### config.mk
export PLATFORM = sky130hd
export DESIGN_NAME = window_pointer_unit
export DESIGN_NICKNAME = d
export VERILOG_FILES = /design/src/rtl/window_pointer_unit.sv
export SDC_FILE = /design/constraint.sdc
export NUM_CORES = 1
export LEC_CHECK = 0
export BUFFER_PORTS_ARGS = -buffer_cell sky130_fd_sc_hd__buf_2
export CORE_MARGIN = 3
export CORE_UTILIZATION = 35
export CTS_BUF_LIST = sky130_fd_sc_hd__clkbuf_8
export DETAILED_ROUTE_END_ITERATION = 8
export GPL_TIMING_DRIVEN = 1
export SETUP_SLACK_MARGIN = 0.02
export SYNTH_ARGS = -nofsm -noshare
export SYNTH_HDL_FRONTEND = slang
export SYNTH_SLANG_ARGS = --single-unit
### constraint.sdc
create_clock -name Clk -period 5.9 [get_ports Clk]
set_clock_uncertainty 0.15 [all_clocks]
set_input_delay 1.18 -clock Clk [delete_from_list [all_inputs] [get_ports Clk]]
set_output_delay 1.18 -clock Clk [all_outputs]
set_load 0.03 [all_outputs]
### src/rtl/window_pointer_unit.sv
// Window pointer unit: owns CWP and WIM for the windowed register file, executes
// SAVE/RESTORE/RETT window moves, raises window traps and tracks trap nesting.
module window_pointer_unit #(
    parameter int NWINDOWS = 4,
    parameter int CWP_W    = 5
) (
    input  logic                Clk,
    input  logic                Reset,
    input  logic                save,
    input  logic                restore,
    input  logic                rett,
    input  logic                trap_req,
    input  logic                wr_wim,
    input  logic [NWINDOWS-1:0] wim_data,
    input  logic                wr_cwp,
    input  logic [CWP_W-1:0]    cwp_data,
    output logic [CWP_W-1:0]    CWP,
    output logic [NWINDOWS-1:0] wim,
    output logic                trap,
    output logic [1:0]          tt,
    output logic                in_trap,
    output logic                error_mode,
    output logic                illegal_cwp
);

    typedef enum logic [1:0] {
        S_RUN   = 2'd0,
        S_TRAP  = 2'd1,
        S_ERROR = 2'd2
    } state_t;

    localparam int               IDX_W = (NWINDOWS > 1) ? $clog2(NWINDOWS) : 1;
    localparam logic [CWP_W-1:0] LAST  = CWP_W'(NWINDOWS - 1);

    localparam logic [1:0] TT_OVF = 2'd1;
    localparam logic [1:0] TT_UNF = 2'd2;
    localparam logic [1:0] TT_EXT = 2'd3;

    state_t              r_state;
    logic [CWP_W-1:0]    r_cwp;
    logic [NWINDOWS-1:0] r_wim;
    logic [1:0]          r_tt;
    logic                r_trap;
    logic                r_illegal;

    state_t              w_nextState;
    logic [CWP_W-1:0]    w_nextCwp;
    logic [NWINDOWS-1:0] w_nextWim;
    logic [1:0]          w_nextTt;
    logic                w_nextTrap;
    logic                w_nextIllegal;
    logic                w_raise;
    logic [1:0]          w_raiseTt;

    logic [CWP_W-1:0]    w_dec;
    logic [CWP_W-1:0]    w_inc;
    logic                w_wimDec;
    logic                w_wimInc;

    // Modulo-N neighbours of CWP; explicit wrap keeps non-power-of-two N correct
    assign w_dec    = (r_cwp == '0)   ? LAST : r_cwp - CWP_W'(1);
    assign w_inc    = (r_cwp == LAST) ? '0   : r_cwp + CWP_W'(1);
    assign w_wimDec = r_wim[w_dec[IDX_W-1:0]];
    assign w_wimInc = r_wim[w_inc[IDX_W-1:0]];

    always_ff @(posedge Clk) begin
        if (Reset) begin
            r_state   <= S_RUN;
            r_cwp     <= '0;
            r_wim     <= '0;
            r_tt      <= '0;
            r_trap    <= 1'b0;
            r_illegal <= 1'b0;
        end else begin
            r_state   <= w_nextState;
            r_cwp     <= w_nextCwp;
            r_wim     <= w_nextWim;
            r_tt      <= w_nextTt;
            r_trap    <= w_nextTrap;
            r_illegal <= w_nextIllegal;
        end
    end

    // Only the highest-priority request acts; a trap condition while already in TRAP escalates to ERROR
    always_comb begin
        w_nextState   = r_state;
        w_nextCwp     = r_cwp;
        w_nextWim     = wr_wim ? wim_data : r_wim;
        w_nextTt      = r_tt;
        w_nextTrap    = 1'b0;
        w_nextIllegal = 1'b0;
        w_raise       = 1'b0;
        w_raiseTt     = 2'd0;

        case (r_state)
            S_ERROR: begin
                w_nextWim = r_wim;
            end
            default: begin
                if (trap_req) begin
                    w_raise   = 1'b1;
                    w_raiseTt = TT_EXT;
                end else if (rett) begin
                    if (r_state == S_RUN || w_wimInc) begin
                        w_nextState = S_ERROR;
                    end else begin
                        w_nextCwp   = w_inc;
                        w_nextState = S_RUN;
                    end
                end else if (restore) begin
                    if (w_wimInc) begin
                        w_raise   = 1'b1;
                        w_raiseTt = TT_UNF;
                    end else begin
                        w_nextCwp = w_inc;
                    end
                end else if (save) begin
                    if (w_wimDec) begin
                        w_raise   = 1'b1;
                        w_raiseTt = TT_OVF;
                    end else begin
                        w_nextCwp = w_dec;
                    end
                end else if (wr_cwp) begin
                    if (cwp_data <= LAST) begin
                        w_nextCwp = cwp_data;
                    end else begin
                        w_nextIllegal = 1'b1;
                    end
                end

                if (w_raise) begin
                    if (r_state == S_RUN) begin
                        w_nextCwp   = w_dec;
                        w_nextTrap  = 1'b1;
                        w_nextTt    = w_raiseTt;
                        w_nextState = S_TRAP;
                    end else begin
                        w_nextState = S_ERROR;
                    end
                end
            end
        endcase
    end

    assign CWP         = r_cwp;
    assign wim         = r_wim;
    assign trap        = r_trap;
    assign tt          = r_tt;
    assign in_trap     = (r_state == S_TRAP);
    assign error_mode  = (r_state == S_ERROR);
    assign illegal_cwp = r_illegal;

endmodule

== Word level (Yosys, flattened, before mapping) ==
Index checks and enable logic that the tools add are counted.
W data, S select, Z words.

* Flip-flop bits (word level): 15
* Input bits: 17
* Word-level logic and storage cells: 64
* Output and inout port bits: 15

* Bitwise logic cells: 3
* Reductions and logical operators: 9
* Multiplexer cells: 37
* Equality and inequality tests: 4
* $add $sub $neg: 2
* $lt $le $gt $ge: 3

{| class="wikitable"
|+ Operator list
! kind !! count
|-
| $mux W5 || 13
|-
| $mux W2 || 9
|-
| $mux W1 || 13
|-
| $reduce_or A7 Y1 || 1
|-
| $lt A2 B3 Y1 const B || 2
|-
| $reduce_and A3 Y1 || 2
|-
| $add A5 B1 Y5 const B || 1
|-
| $eq A5 B2 Y1 const B || 1
|-
| $le A5 B2 Y1 const B || 1
|-
| $logic_not A5 Y1 || 1
|-
| $sub A5 B1 Y5 const B || 1
|-
| $bmux W1 S2 || 2
|-
| $not A1 Y1 || 3
|-
| $reduce_or A3 Y1 || 1
|-
| $eq A2 B1 Y1 const B || 1
|-
| $eq A2 B2 Y1 const B || 1
|-
| $logic_not A2 Y1 || 1
|-
| $ne A2 B1 Y1 const B || 1
|-
| $reduce_and A2 Y1 || 1
|-
| $reduce_bool A2 Y1 || 1
|-
| $logic_or A1 B1 Y1 || 1
|}

== Depth between registers and ports, before layout ==
* Depth in word-level cells: 12
* Mapped depth: 9
* Mapped depth without buffers: 9

== Least setup slack after synthesis ==
Ideal clock, no wire load.

* Kind: register to register
* From: reg r_cwp[0], in the netlist CWP[0]
* To: reg r_cwp[2], in the netlist CWP[2]
* Library setup time: 132 ps
* Cell stages (with the launch flop): 10
* Data required time: 5618 ps
* Path slack: 2937 ps
* Path buffers: 0
* Data arrival time: 2681 ps
* Clock period less this slack: 2963 ps
* Cells stage by stage: dfxtp_1 -> inv_1 -> ha_1 -> or4b_4 -> nand2_2 -> mux4_2 -> a21o_1 -> a221oi_1 -> o311a_1 -> nor4_2

* Cells in the longest elaborated chain, start to end: 11
* Elaborated cells between the ends (all ways): 27
* Those cells by class: 2 x add/sub; 1 x eq/ne; 22 x mux; 2 x reduce/logical

{| class="wikitable"
|+ Ends and longest elaborated chain
! element !! line !! RTL
|-
| start: declaration || 40 || <nowiki>logic [CWP_W-1:0] r_cwp;</nowiki>
|-
| start signal: assignment || 76 || <nowiki>r_cwp <= w_nextCwp;</nowiki>
|-
| $sub A5 B1 Y5 / $logic_not A5 Y1 (equally long branches) || 61 || <nowiki>assign w_dec = (r_cwp == '0) ? LAST : r_cwp - CWP_W'(1);</nowiki>
|-
| $mux W5 || 61 ||
|-
| $bmux W1 S2 || 63 || <nowiki>assign w_wimDec = r_wim[w_dec[IDX_W-1:0]];</nowiki>
|-
| $mux W1 (implied by the code) || 63 ||
|-
| $mux W5 / $mux W1 (equally long branches) || 118 || <nowiki>if (w_wimDec) begin</nowiki>
|-
| $mux W5 / $mux W1 (equally long branches) || 117 || <nowiki>end else if (save) begin</nowiki>
|-
| $mux W5 / $mux W1 (equally long branches) || 110 || <nowiki>end else if (restore) begin</nowiki>
|-
| $mux W5 / $mux W1 (equally long branches) || 103 || <nowiki>end else if (rett) begin</nowiki>
|-
| $mux W5 / $mux W1 (equally long branches) || 100 || <nowiki>if (trap_req) begin</nowiki>
|-
| $mux W5 / $mux W1 (equally long branches) || 133, 95 ||
|-
| $mux W5 * || 132 || <nowiki>if (w_raise) begin</nowiki>
|}

Mark *: on every way between the ends. The rest lies on a longest branch, timed or not. The select of a mux whose other input is x is not followed.
A chain may end at the register's enable or synchronous reset.

== Worst setup path in the final report ==
* From: reg r_cwp[0], in the netlist CWP[0]
* To: reg r_cwp[3], in the netlist CWP[3]

Same word-level chain as after synthesis.

==> metrics.csv <==
stage,metric,value,unit
worst_setup_path,arrival,3210,ps
sta,relSlewSlack,27.32,%
pwr,power.share.switching,48.56,%
clocking,clk_latency,260,ps
floorplanning,floorplan.die.height,67.41,um
placed_design,io_buffer_count,31,
pwr,irDropWorstVdd,0.1358,mV
floorplanning,top_level_ports,32,
drt,drt-initial-drc-count,98,
floorplanning,rows,21,
global_route,globalRouteOverflowTotal,0,
global_route,grt.total_usage,19.24,%
placed_design,place.gp.congestion,0.9433,
pwr,power_density,362.5,mW/mm^2
synthesis,ys.warnings.count,0,
clocking,cts-root-to-sink-buffers,2,
min_path,hp-class,register to register,
layout,syn_to_final_growth,15.45,%
drt,met1Wirelength,1940,um
worst_setup_path,path_class,register to register,
clocking,tritoncts_num_sinks,15,
run_status,status,"finished, final reports clean",
sta,final.period_utilization,53.74,%
worst_setup_path,worst-path-max-fanout,10,
clocking,tritoncts.num_buffers,3,
synthesis,post_synth_instance_area,0.001320,sq mm
sta,totalNegativeSetupSlack,0,ps
synthesis,asyncSetResetFlopFracSynth,0,%
clocking,post-cts-setup-buffer-count,0,
synthesis,synthesis.area_per_instance,7.374,sq um
sta,fmax,0.3154,GHz
worst_setup_path,startpoint_type,register,
synthesis,yosysTopAreaCellShare,22.75,%
layout,drive_above_1_share,23.38,%
synthesis,synth.net_count,198,
drt,route.detailed.drc,0,
floorplanning,chipWidth,67.41,um
drt,detail_route.wirelength,3978,um
synthesis,synth_edf_count,0,
drt,detailroute.wirelength.met3,250,um
placed_design,hpwl,2928,um
floorplanning,die_outline_area,0.004544,sq mm
sta,number_of_max_slew_violations_in_the_final_report,0,
synthesis,yosys_register_bits,15,
global_route,grt_pass1_vias,1279,
clocking,cts_tree,done,
drt,avgViaCountPerCell,5.814,
synthesis,post_synthesis_cell_type_with_the_largest_combined_area,dfxtp_1,
drt,highest-signal-layer,met4,
pwr,sequential_power_share,27.4,%
worst_setup_path,timing.critical_path.required,5940,ps
pwr,power.internal,284.1,uW
pwr,part_of_the_total_power_dissipated_in_the_clock_network,16.6,%
sta,post-route-min-period,3171,ps
pwr,total_switching_power,268.2,uW
sta,setup_viol_count_final,0,
drt,drt_pre_antenna_iters,4,
sta,hold_vio_cnt_final,0,
drt,final_ant_viol_nets,0,
drt,route.vias.total,1436,
drt,wl_per_cell,16.11,um
drt,wl_met2,1705,um
synthesis,synthCells,179,
clocking,cts_htree_levels,1,
layout,antennaDiodeCount,0,
placed_design,postPlaceCellArea,0.001475,sq mm
global_route,largest_net_degree_at_the_start_of_global_routing,21,
clocking,clock-root-buffer,clkbuf_8,
pwr,comb_power_share,55.9,%
floorplanning,initial_utilization,37.77,%
global_route,grt_first_pass_wirelength,6596,um
pwr,p_leak,0.6228,nW
clocking,hold_buffers,0,
synthesis,ys_types,55,
global_route,antenna_found_initial,0,
synthesis,dominant_synthesized_flop_cell,dfxtp_1,
layout,nNetsFinal,221,
clocking,cts.reportedPaths.clkPinSlew,70,ps
synthesis,post_synth_main_area_contributors,"dfxtp_1 23%, nor2_1 6.5%, a21oi_1 4.9%, nand2_1 4.8%, mux4_2 3.4%",
pwr,report.power.total,552.4,uW
sta,worst_pin_slew,1086,ps
synthesis,yosysSeqAreaShare,22.75,%
layout,stdcell_area,0.001524,sq mm
clocking,postCtsResizedCells,0,
floorplanning,core-area,0.003495,sq mm
worst_setup_path,timing.critical_path.to_type,register,
sta,unrepaired_setup_endpoints_after_global_routing,no,
job,maxCapViolCount,0,
## worst paths after layout
path	from	to	slack (ps)	cells past startpoint
worst min-delay path	tt[1]	tt[1]	300	2
worst max-delay path	CWP[0]	CWP[3]	2730	9
worst min register to register	tt[1]	tt[1]	300	2
worst max register to register	CWP[0]	CWP[3]	2730	9
## Yosys cell counts (2+ instances only)
master / count
nor2_1: 23
o21ai_0: 8
nand2b_1: 4
a31oi_1: 3
nand3_1: 8
a21oi_1: 13
mux2i_1: 4
a211o_1: 3
dfxtp_1: 15
o211ai_1: 3
nor4_1: 2
mux4_2: 2
o21bai_1: 2
nor2b_1: 2
inv_1: 7
nor3_1: 5
nand2_1: 17
a211oi_1: 3
or3_1: 2
a22oi_1: 4
mux2_2: 3
o221ai_1: 2
ha_1: 2
clkbuf_1: 11
## critical path, cell delays in order (launching register included)
cell	delay (ps)
dfxtp_1	410
inv_1	180
ha_1	250
or4b_4	520
nand2_2	150
mux4_2	600
a22oi_1	300
nor4_1	100
or3_1	310
o22ai_1	120
## through the flow
step                util, %  hold slack (ps)  worst slack [ps]  cells
floorplan                 -            363.3              2937    179
global placement      42.21            307.3              2781    243
detailed placement    42.21            295.4              2783    243
CTS                   43.61            307.1              2753    247
global route          43.61            334.5              2516    247
finish                43.61            304.1              2729    247
## cells by family after synthesis
logic type,after synthesis,synth area share [%]
buf+inv,20,6.351
mux,9,9.004
flops,15,22.75
compound gates,57,30.81
fa+ha+maj,2,1.895
simple gates,74,27.87
xor+xnor,2,1.327
## cell usage in the layout, fill, tap and decap left out, drive strengths merged, types with 3 or more instances in the layout
cell and n:
dfxtp 15, clkbuf 3, a211oi 3, nor2 23, nand3 8, a21oi 13, mux2i 4, nand2b 4
o21ai 9, a31oi 3, mux2 3, nand2 18, nor3 5, nor4 3, o211ai 3, inv 7
a22oi 4, a211o 3, buf 31
## state kept, by name (all words and copies together) (netlist names)
signal       cells
wim              4
CWP              5
illegal_cwp      1
r_state          2
tt               2
trap             1
## power groups by stage
| stage | clock network [mW] | logic, mW | registers (mW) |
|---|---|---|---|
| 3_3_place_gp | 0 | 0.308 | 0.152 |
| 2_1_floorplan | 0 | 0.222 | 0.166 |
| 3_5_place_dp | 0 | 0.305 | 0.153 |
| 4_1_cts | 0.0929 | 0.306 | 0.151 |
| 6_report | 0.0920 | 0.309 | 0.151 |
| 5_1_grt | 0.0966 | 0.335 | 0.155 |
## cell type report
class	instances	area, sq um
clock buffer	3	41.29
clock inverter	1	7.507
fill	372	1971
inverter	7	26.28
multi-input combinational	144	935.9
sequential	15	300.3
tap	46	57.56
timing repair buffer	31	155.1
## per-layer routing
| metal | global-route usage, % | up-vias |
|---|---|---|
| met5 | 0 | - |
| met4 | 6.835 | 0 |
| met3 | 3.827 | 8 |
| met2 | 27.73 | 61 |
| met1 | 28.10 | 652 |
| li1 | - | 715 |
Note: power is estimated with default switching activity, not from simulation.
